`src/rtl/fir_seq_pkg.sv`:
```
// Shared defaults, data types and output-FSM encoding for the L=3 parallel FIR block sequencer.
package fir_seq_pkg;

  localparam int DW_DEF = 32;
  localparam int YW_DEF = 64;
  localparam int L_DEF  = 3;

  typedef logic signed [DW_DEF-1:0]       sample_t;
  typedef logic signed [YW_DEF-1:0]       ysample_t;
  typedef logic [L_DEF*DW_DEF-1:0]        block_x_t;
  typedef logic [L_DEF*YW_DEF-1:0]        block_y_t;

  typedef enum logic [0:0] {
    ST_IDLE = 1'b0,
    ST_EMIT = 1'b1
  } out_state_e;

endpackage

```
`src/rtl/fir_seq_obuf.sv`:
```
// Synchronous block FIFO for datapath results; exposes the head block, the block behind it and the fill count.
module fir_seq_obuf
  import fir_seq_pkg::*;
#(
  parameter int W     = L_DEF * YW_DEF,
  parameter int DEPTH = 4
) (
  input  logic                         clk,
  input  logic                         rst_n,
  input  logic                         wr_en,
  input  logic [W-1:0]                 wr_data,
  input  logic                         rd_en,
  output logic [W-1:0]                 rd_data,
  output logic [W-1:0]                 rd_data_next,
  output logic [$clog2(DEPTH+1)-1:0]   count
);

  localparam int AW = (DEPTH > 1) ? $clog2(DEPTH) : 1;
  localparam int CW = $clog2(DEPTH + 1);

  logic [W-1:0]  mem_r [DEPTH];
  logic [AW-1:0] wr_ptr_r;
  logic [AW-1:0] rd_ptr_r;
  logic [CW-1:0] count_r;
  logic          wr_ok_s;
  logic          rd_ok_s;

  // A write into a full FIFO is only legal when the head leaves in the same cycle.
  assign wr_ok_s = wr_en && ((count_r != CW'(DEPTH)) || rd_en);
  assign rd_ok_s = rd_en && (count_r != {CW{1'b0}});

  // Block storage; contents are don't-care until the pointers cover them.
  always_ff @(posedge clk) begin
    if (wr_ok_s) begin
      mem_r[wr_ptr_r] <= wr_data;
    end
  end

  // Pointer and occupancy bookkeeping.
  always_ff @(posedge clk) begin
    if (!rst_n) begin
      wr_ptr_r <= {AW{1'b0}};
      rd_ptr_r <= {AW{1'b0}};
      count_r  <= {CW{1'b0}};
    end else begin
      if (wr_ok_s) begin
        wr_ptr_r <= wr_ptr_r + AW'(1);
      end
      if (rd_ok_s) begin
        rd_ptr_r <= rd_ptr_r + AW'(1);
      end
      count_r <= count_r + CW'(wr_ok_s) - CW'(rd_ok_s);
    end
  end

  assign rd_data      = mem_r[rd_ptr_r];
  assign rd_data_next = mem_r[rd_ptr_r + AW'(1)];
  assign count        = count_r;

endmodule

```
`src/rtl/fir_block_sequencer.sv`:
```
// Packs a serial sample stream into L-sample blocks for the parallel FIR and re-serialises its block results.
// Optional zero-pad flush of a partial block is enabled by defining FIR_SEQ_FLUSH_EN.
module fir_block_sequencer
  import fir_seq_pkg::*;
#(
  parameter int DW         = DW_DEF,
  parameter int YW         = YW_DEF,
  parameter int L          = L_DEF,
  parameter int FILT_LAT   = 1,
  parameter int OBUF_DEPTH = 4
) (
  input  logic              clk,
  input  logic              rst_n,
`ifdef FIR_SEQ_FLUSH_EN
  input  logic              flush,
`endif
  input  logic              s_valid,
  output logic              s_ready,
  input  logic [DW-1:0]     s_data,
  output logic              fx_adv,
  output logic [L*DW-1:0]   fx_x,
  input  logic [L*YW-1:0]   fy_y,
  output logic              m_valid,
  input  logic              m_ready,
  output logic [YW-1:0]     m_data,
  output logic              busy
);

  localparam int PW = (L > 1) ? $clog2(L) : 1;
  localparam int CW = $clog2(OBUF_DEPTH + 1);
  localparam int FW = $clog2(FILT_LAT + 2);
  localparam int SW = ((CW > FW) ? CW : FW) + 1;
  localparam logic [PW-1:0] LAST = PW'(L - 1);

  logic [PW-1:0]       phase_r;
  logic [PW-1:0]       phase_nxt_s;
  logic [DW-1:0]       slot_r [L];
  logic                s_ready_r;
  logic                fx_adv_r;
  logic [L*DW-1:0]     fx_x_r;
  logic [L*DW-1:0]     blk_s;
  logic [FILT_LAT-1:0] adv_pipe_r;
  logic [FW-1:0]       inflight_r;
  logic [FW-1:0]       inflight_nxt_s;
  logic [CW-1:0]       obuf_count_s;
  logic [CW-1:0]       count_nxt_s;
  logic [L*YW-1:0]     head_s;
  logic [L*YW-1:0]     head_next_s;
  logic [L*YW-1:0]     src_blk_s;
  logic [PW-1:0]       slice_r;
  logic [PW-1:0]       nslice_s;
  logic [YW-1:0]       m_data_r;
  logic                m_valid_r;
  logic                busy_r;
  out_state_e          state_r;
  logic                accept_s;
  logic                issue_s;
  logic                flush_req_s;
  logic                flush_issue_s;
  logic                credit_s;
  logic                credit_nxt_s;
  logic                wr_en_s;
  logic                hs_s;
  logic                pop_s;

`ifdef FIR_SEQ_FLUSH_EN
  assign flush_req_s = flush && (phase_r != {PW{1'b0}});
`else
  assign flush_req_s = 1'b0;
`endif

  // A block may only be issued if its result is guaranteed a slot in the output buffer.
  assign credit_s      = (SW'(obuf_count_s) + SW'(inflight_r)) < SW'(OBUF_DEPTH);
  assign s_ready       = s_ready_r && !flush_req_s;
  assign accept_s      = s_valid && s_ready;
  assign flush_issue_s = flush_req_s && credit_s;
  assign issue_s       = (accept_s && (phase_r == LAST)) || flush_issue_s;
  assign wr_en_s       = adv_pipe_r[FILT_LAT-1];
  assign hs_s          = m_valid_r && m_ready;
  assign pop_s         = hs_s && (slice_r == LAST);

  // Block assembly and next-state lookahead feeding the registered ready/busy flags.
  always_comb begin
    blk_s = {(L*DW){1'b0}};
    for (int k = 0; k < L; k++) begin
      if (accept_s && (phase_r == PW'(k))) begin
        blk_s[k*DW +: DW] = s_data;
      end else if (PW'(k) < phase_r) begin
        blk_s[k*DW +: DW] = slot_r[k];
      end else begin
        blk_s[k*DW +: DW] = {DW{1'b0}};
      end
    end
    if (flush_issue_s) begin
      phase_nxt_s = {PW{1'b0}};
    end else if (accept_s) begin
      phase_nxt_s = (phase_r == LAST) ? {PW{1'b0}} : phase_r + PW'(1);
    end else begin
      phase_nxt_s = phase_r;
    end
    inflight_nxt_s = inflight_r + FW'(issue_s) - FW'(wr_en_s);
    count_nxt_s    = obuf_count_s + CW'(wr_en_s) - CW'(pop_s);
    credit_nxt_s   = (SW'(count_nxt_s) + SW'(inflight_nxt_s)) < SW'(OBUF_DEPTH);
  end

  // Input side: gather slots, issue blocks, track in-flight results.
  always_ff @(posedge clk) begin
    if (!rst_n) begin
      phase_r    <= {PW{1'b0}};
      s_ready_r  <= 1'b0;
      fx_adv_r   <= 1'b0;
      fx_x_r     <= {(L*DW){1'b0}};
      adv_pipe_r <= {FILT_LAT{1'b0}};
      inflight_r <= {FW{1'b0}};
      busy_r     <= 1'b0;
      for (int k = 0; k < L; k++) begin
        slot_r[k] <= {DW{1'b0}};
      end
    end else begin
      phase_r <= phase_nxt_s;
      if (accept_s) begin
        slot_r[phase_r] <= s_data;
      end
      s_ready_r  <= !((phase_nxt_s == LAST) && !credit_nxt_s);
      fx_adv_r   <= issue_s;
      if (issue_s) begin
        fx_x_r <= blk_s;
      end
      adv_pipe_r[0] <= fx_adv_r;
      for (int i = 1; i < FILT_LAT; i++) begin
        adv_pipe_r[i] <= adv_pipe_r[i-1];
      end
      inflight_r <= inflight_nxt_s;
      busy_r     <= (phase_nxt_s != {PW{1'b0}}) || (inflight_nxt_s != {FW{1'b0}}) ||
                    (count_nxt_s != {CW{1'b0}});
    end
  end

  fir_seq_obuf #(
    .W     (L * YW),
    .DEPTH (OBUF_DEPTH)
  ) u_obuf (
    .clk          (clk),
    .rst_n        (rst_n),
    .wr_en        (wr_en_s),
    .wr_data      (fy_y),
    .rd_en        (pop_s),
    .rd_data      (head_s),
    .rd_data_next (head_next_s),
    .count        (obuf_count_s)
  );

  // Pick the block and slice that m_data presents next; a block landing in an empty buffer bypasses it.
  always_comb begin
    src_blk_s = head_s;
    nslice_s  = slice_r;
    if (state_r == ST_IDLE) begin
      src_blk_s = fy_y;
      nslice_s  = {PW{1'b0}};
    end else if (hs_s && (slice_r != LAST)) begin
      src_blk_s = head_s;
      nslice_s  = slice_r + PW'(1);
    end else if (pop_s && (obuf_count_s > CW'(1))) begin
      src_blk_s = head_next_s;
      nslice_s  = {PW{1'b0}};
    end else begin
      src_blk_s = fy_y;
      nslice_s  = {PW{1'b0}};
    end
  end

  // Output FSM: holds m_valid/m_data steady until each slice is taken.
  always_ff @(posedge clk) begin
    if (!rst_n) begin
      state_r   <= ST_IDLE;
      m_valid_r <= 1'b0;
      m_data_r  <= {YW{1'b0}};
      slice_r   <= {PW{1'b0}};
    end else begin
      case (state_r)
        ST_IDLE: begin
          if (wr_en_s) begin
            state_r   <= ST_EMIT;
            m_valid_r <= 1'b1;
            m_data_r  <= src_blk_s[YW*int'(nslice_s) +: YW];
            slice_r   <= nslice_s;
          end else begin
            m_valid_r <= 1'b0;
          end
        end
        ST_EMIT: begin
          if (hs_s) begin
            if (pop_s && (obuf_count_s <= CW'(1)) && !wr_en_s) begin
              state_r   <= ST_IDLE;
              m_valid_r <= 1'b0;
              slice_r   <= {PW{1'b0}};
            end else begin
              m_data_r <= src_blk_s[YW*int'(nslice_s) +: YW];
              slice_r  <= nslice_s;
            end
          end
        end
        default: begin
          state_r   <= ST_IDLE;
          m_valid_r <= 1'b0;
          slice_r   <= {PW{1'b0}};
        end
      endcase
    end
  end

  assign fx_adv  = fx_adv_r;
  assign fx_x    = fx_x_r;
  assign m_valid = m_valid_r;
  assign m_data  = m_data_r;
  assign busy    = busy_r;

endmodule

```
`config.mk`:
```
export PLATFORM = sky130hd
export DESIGN_NAME = fir_block_sequencer
export DESIGN_NICKNAME = d
export VERILOG_FILES = /design/src/rtl/fir_seq_pkg.sv /design/src/rtl/fir_seq_obuf.sv /design/src/rtl/fir_block_sequencer.sv
export SDC_FILE = /design/constraint.sdc
export NUM_CORES = 1
export LEC_CHECK = 0
export CAP_MARGIN = 20
export CORE_ASPECT_RATIO = 1.2
export CORE_MARGIN = 10
export CORE_UTILIZATION = 45
export DETAILED_ROUTE_END_ITERATION = 12
export PLACE_DENSITY = 0.66
export REMOVE_ABC_BUFFERS = 1
export SLEW_MARGIN = 5
export SYNTH_ARGS = -nofsm -noshare
export SYNTH_HDL_FRONTEND = slang
export SYNTH_SLANG_ARGS = --single-unit
```
`constraint.sdc`:
```
create_clock -name clk -period 6.8 [get_ports clk]
set_input_delay 1.02 -clock clk [delete_from_list [all_inputs] [get_ports clk]]
set_output_delay 1.02 -clock clk [all_outputs]
set_load 0.005 [all_outputs]
```
# After elaboration in Yosys (flattened, before gate mapping)
# Memory sizes are Yosys's and may differ from the RTL's. A register that Yosys moved wholly into a read port is not among the register bits.
# Index checks and enable logic that the tools add are counted.
[classes]
addsub = 11
n_mul = 0
n_div = 0
magnitude_cmp = 5
eq_ne = 10
n_shift = 1
n_mux = 37
bitwise_logic = 1
reduce_logical = 30
[ops]
columns = ["op", "count"]
rows = [
  ["$mux W192", 3],
  ["$mux W64", 3],
  ["$shiftx A192 B9 Y64", 1],
  ["$mux W32", 5],
  ["$pmux W64 S2", 1],
  ["$reduce_or A32 Y1", 1],
  ["$mux W2", 10],
  ["$logic_and A1 B1 Y1", 13],
  ["$mux W1", 12],
  ["$add A2 B1 Y2 const B", 4],
  ["$add A3 B1 Y3", 2],
  ["$eq A2 B2 Y1 const B", 3],
  ["$ne A2 B2 Y1 const B", 3],
  ["$reduce_bool A3 Y1", 2],
  ["$sub A3 B1 Y3", 2],
  ["$logic_not A1 Y1", 5],
  ["$add A3 B2 Y4", 1],
  ["$lt A1 B2 Y1 const A", 2],
  ["$lt A4 B3 Y1 const B", 1],
  ["$ne A2 B1 Y1 const B", 2],
  ["$pmux W1 S2", 2],
  ["$pmux W2 S2", 1],
  ["$reduce_and A2 Y1", 2],
  ["$reduce_bool A2 Y1", 2],
  ["other kinds (10)", 12],
]
[totals]
ff_bits = 179
latch_bits = 0
ram_bits = 864
mem_bits_ro = 0
in_bits = 228
out_inout_bits = 164
mem_count = 2
[memory_table]
columns = ["memory", "words", "width", "read_ports", "rd_ports_with_merged_regs", "wr", "line_no", "source"]
rows = [
  ["u_obuf.mem_r", 4, 192, 2, 1, 1, "fir_seq_obuf.sv:21", "logic [W-1:0] mem_r [DEPTH];"],
  ["slot_r", 3, 32, 2, 2, 3, "fir_block_sequencer.sv:37", "logic [DW-1:0] slot_r [L];"],
]

# Longest topological paths before layout
[logic_depth]
word_depth = 10
depth_mapped = 13
ltp_nobuf = 11

# By module
# From an unflattened synthesis, not the netlist that was laid out.
[unflattened]
cells_unflattened = 2363
area_unflattened_um2 = 43300.3
[modules_own_cells]
columns = ["mod", "instances", "cells_per_inst", "area_per_inst_um2", "seq_area_each_um2"]
rows = [
  ["fir_seq_obuf", 1, 1286, 32909.1, 23242.3],
  ["fir_block_sequencer", 1, 1077, 10391.2, 5365.1],
]

# Worst setup path before layout
# No wires, ideal clock.
[synth_timing]
path_type = "input to register"
from = "in m_ready"
to = "mem u_obuf.mem_r[1][0] (netlist bit) (enable)"
setup_time_ps = 576
arrival_time_ps = 5967
t_required_ps = 6224
slack_ps = 257
stages = 3
n_path_buf = 0
path_cell_list = "nand3_1 > a31oi_2 > and2_1"
[synth_between]
elab_chain_cells = 6
[synth_lines]
columns = ["element", "line_no", "source"]
rows = [
  ["from (decl)", "fir_block_sequencer.sv:24", "input logic m_ready,"],
  ["$logic_and A1 B1 Y1", "fir_block_sequencer.sv:79", "assign hs_s = m_valid_r && m_ready;"],
  ["$logic_and A1 B1 Y1", "fir_block_sequencer.sv:80", "assign pop_s = hs_s && (slice_r == LAST);"],
  ["$logic_or A1 B1 Y1", "fir_seq_obuf.sv:29", "assign wr_ok_s = wr_en && ((count_r != CW'(DEPTH)) || rd_en);"],
  ["$logic_and A1 B1 Y1", "fir_seq_obuf.sv:29", ""],
  ["net u_obuf.wr_ok_s", "fir_seq_obuf.sv:25", "logic wr_ok_s;"],
  ["$mux W1", "fir_seq_obuf.sv:34", "if (wr_ok_s) begin"],
  ["$mux W1 (implied by the code)", "fir_seq_obuf.sv:35", "mem_r[wr_ptr_r] <= wr_data;"],
  ["to (decl)", "fir_seq_obuf.sv:21", ""],
]
# The timed path passes the listed nets, and every way through them passes these cells.

# Worst setup path after layout
[layout_timing]
from = "in s_valid"
to = "reg s_ready_r (netlist: s_ready)"
[layout_between]
elab_chain_cells = 9
word_cells_on_any_way = 11
classes_between = "3 x add/sub; 1 x order compare; 1 x eq/ne; 1 x mux; 5 x reduce/logical"
[layout_lines]
columns = ["element", "line_no", "source"]
rows = [
  ["from (decl)", "fir_block_sequencer.sv:17", "input logic s_valid,"],
  ["$logic_and A1 B1 Y1", "fir_block_sequencer.sv:75", "assign accept_s = s_valid && s_ready;"],
  ["$logic_and A1 B1 Y1", "fir_block_sequencer.sv:77", "assign issue_s = (accept_s && (phase_r == LAST)) || flush_issue_s;"],
  ["$add A2 B1 Y2", "fir_block_sequencer.sv:101", "inflight_nxt_s = inflight_r + FW'(issue_s) - FW'(wr_en_s);"],
  ["$sub A2 B1 Y2", "fir_block_sequencer.sv:101", ""],
  ["net inflight_nxt_s[1]", "fir_block_sequencer.sv:44", "logic [FW-1:0] inflight_nxt_s;"],
  ["$add A3 B2 Y4", "fir_block_sequencer.sv:103", "credit_nxt_s = (SW'(count_nxt_s) + SW'(inflight_nxt_s)) < SW'(OBUF_DEPTH);"],
  ["$lt A4 B3 Y1", "fir_block_sequencer.sv:103", ""],
  ["$logic_not A1 Y1", "fir_block_sequencer.sv:124", "s_ready_r <= !((phase_nxt_s == LAST) && !credit_nxt_s);"],
  ["$logic_and A1 B1 Y1", "fir_block_sequencer.sv:124", ""],
  ["$logic_not A1 Y1", "fir_block_sequencer.sv:124", ""],
  ["to (signal assigned)", "fir_block_sequencer.sv:124", ""],
  ["to (decl)", "fir_block_sequencer.sv:38", "logic s_ready_r;"],
]
# The timed path passes the listed nets, and every way through them passes these cells.
# A chain may end at the register's enable or synchronous reset.

==> Flow_metrics.wiki <==
{| class="wikitable"
! Metric !! Value
|-
| DR vias/cell || 5.90
|-
| Fin crit period || 3.80 ns
|-
| Synthesis-to-finish area growth || 19.8%
|-
| Vias after detailed routing || 24.6k
|-
| WP data arrival || 4.39 ns
|-
| Flops & latches, synth || 1013
|-
| Maximum level of the CTS H-tree || 3
|-
| CTS tree || built
|-
| Register-to-register path setup slack || 3.35 ns
|-
| Reg2reg end || s_ready
|-
| Clock slew at the register clock pins of the worst setup and hold paths || 0.06 ns
|-
| Gr ovfl total || 0
|-
| Largest net degree at the start of global routing || 127
|-
| Fin Hold WS || 0.453 ns
|-
| Die ar. || 104000 sq um
|-
| Kind of end point of the critical path || register
|-
| Post-CTS Hold Fix Bufs || 0
|-
| Cell count of the worst hold path || 2
|-
| Number of hold violations in the final report || 0
|-
| Terminating pin of the worst hold path || fx_x[93]
|-
| Gate Count Post-Synth || 2574
|-
| Wire length of the first global-routing pass || 162000 um
|-
| DRC Markers || 0
|-
| Asr flop ratio synth || 0%
|-
| Number of global-route vias before repair || 25.6k
|-
| Result of the run || complete, no violations
|-
| Total Routed Length || 111000 um
|-
| Sum of net half-perimeters after detailed placement || 64000 um
|-
| Mean cell area of the mapped netlist || 16.0 sq um
|-
| Number of maximum-capacitance constraint violations || 0
|-
| Library cell with the highest instance count after synthesis || edfxtp_1
|-
| Number of cells on the worst reg-to-reg path || 12
|-
| Fraction of the yosys area taken by sequential cells || 69.4%
|-
| Tcrit/Tclk final || 55.8%
|-
| Ranking of synthesized cells by area || edfxtp_1 (61%), mux2_2 (9.0%), dfxtp_1 (8.8%)
|-
| Placeable core region || 90800 sq um
|-
| Number of port buffers || 391
|-
| # rows || 121
|-
| Top flip-flop cell by instance count after synthesis || edfxtp_1
|-
| Filler-free cell count of the finished design || 4176
|-
| Total setup violations reported at the end of the flow || 0
|-
| Origin of the critical flop-to-flop path || phase_r[1]
|-
| Number of violations reported at the end of detailed-routing iteration 0 || 2078
|-
| Timing-limited maximum frequency || 263 MHz
|-
| Clock Path Buffers || 3
|-
| Worst-Margin Slew || 1.19 ns
|-
| Worst vdd rail ir drop || 0.000165 V
|-
| Clock net sink count || 1013
|-
| Synth top cells by count || edfxtp_1 (832), mux2_2 (330), nand2_1 (205), o22ai_1 (192), dfxtp_1 (181)
|-
| Starting utilization of the core area || 45.4%
|-
| Worst slew slack as a fraction of its limit || 20.9%
|-
| Cell area after placement || 46000 sq um
|-
| Cell type with the highest aggregate area in the netlist || edfxtp_1
|-
| Warnings from Yosys || 0
|-
| DR WL/cell || 26.6 um
|-
| Count of flip-flops with a built-in enable after synthesis || 832
|-
| NumNets Final || 3155
|-
| Antenna Nets Post-Route || 0
|-
| I/O pin count || 392
|-
| Layout cells sized above 1 || 23.2%
|-
| Die span in y || 352 um
|-
| Unrepaired setup endpoints after global routing || no
|-
| Pwr Total || 0.0126 W
|-
| Fin area || 49400 sq um
|-
| Number of cells in the design after placement || 3977
|-
| Hold Startpoint || fx_x[93]
|-
| Total count of max-transition violations in the final report || 0
|-
| Floorplan die width || 296 um
|-
| Reported leakage power || 16.0 nW
|-
| Critical-path maximum fanout || 97
|-
| Worst endpoint required time || 7.39 ns
|-
| Fraction of post-synthesis cell area in the top cell type by area || 60.6%
|-
| Synth cell types || 53
|-
| Kind of start point of the critical path || primary input
|-
| TritonRoute pass-1 iters || 5
|-
| Type of the worst min-delay path || register to register
|-
| Setup tns final || 0 ns
|-
| Maximum clock skew at final layout || 0.0248 ns
|-
| GPL Wtd Cong || 0.766
|-
| All-layer global routing usage || 20.7%
|-
| CTS root buffer || clkbuf_16
|-
| Power per Cell Area || 255 nW/um^2
|-
| Number of buffers inserted to repair setup after CTS || 0
|-
| TritonCTS buffer count || 100
|-
| Type of the worst setup path || primary input to register
|-
| Post-cts resize count || 0
|-
| Clock insertion delay at the later pin of the skew report || 0.67 ns
|-
| Cell Area, Synth || 41200 sq um
|-
| Number of antenna violations at the first check in global routing || 26
|}
==> layout make-up <==
cell class                      instances  area, sq um
Clock buffer                          138         2890
Antenna cell                           10         25.0
Tap cell                             1168         1460
Fill cell                            7137        41400
Clock inverter                         50          450
Inverter                               13         50.0
Timing Repair Buffer                  428         4280
Sequential cell                      1013        28600
Multi-Input combinational cell       1356        11600
==> worst max path at each step <==
stage | startpoint | endpoint | slack, ns | depth (start not counted)
after floorplan | register | m_data[15] | -7.33 | 5
after global placement | s_valid | s_ready | 2.40 | 13
after detailed placement | s_valid | s_ready | 2.35 | 13
after CTS | s_valid | s_ready | 3.02 | 13
after global routing | s_valid | s_ready | 2.77 | 13
final | s_valid | s_ready | 3.00 | 13
==> report_power, final <==
part	leakage (nW)	switching, W	internal, W
logic	5.32	0.000148	0.000145
registers	9.03	0.00000986	0.00673
clock network	1.65	0.00233	0.00324
==> kinds of logic after synthesis <==
group | synth area share [%]
and+or+nand+nor | 4.34
buffers and inverters | 2.65
muxes | 14.3
adders and majority gates | 0.491
xor gates and xnor gates | 0.149
AOI/OAI and AO/OA | 8.68
DFF | 69.4
==> cells in the final DEF (no fill, tap or decap), types with 51 or more instances in the layout <==
master,n
edfxtp_1,832
o22ai_1,192
nor3_1,64
a221oi_2,51
o221ai_1,61
mux2_2,330
clkbuf_16,106
dfxtp_1,177
a21oi_1,164
clkdlybuf4s50_1,390
mux4_2,64
nand2_1,203
==> stage by stage <==
stage | util, % | setup slack [ns]
detailed placement | 50.7 | 2.35
global route | 54.4 | 2.77
finish | 54.4 | 3.00
CTS | 54.4 | 3.02
global placement | 50.7 | 2.40
floorplan | - | -7.33
==> metal layers <==
layer / share of wire (%) / global-route usage, %
met5: 0.20 / 0
met4: 2.1 / 5.97
met3: 8.6 / 5.14
met2: 49 / 35.4
met1: 40 / 25.8
==> worst max-delay path, cell delays in order <==
cell and delay (ns):
clkdlybuf4s50_1 0.47, nand2_1 0.22, nor2b_4 0.16, buf_4 0.76, inv_2 0.09, ha_1 0.32, inv_1 0.05, ha_1 0.18
xnor2_1 0.14, xnor2_1 0.25, ha_1 0.28, a311oi_1 0.28, o21a_1 0.16
==> registers in the layout, summed over array words and instances, names as in the netlist, 3 cells and up, named ones only <==
register and cells:
u_obuf.count 3, slot_r 64, u_obuf.mem_r 768, fx_x 96, m_data 64
(Power assumes the default switching activity.)
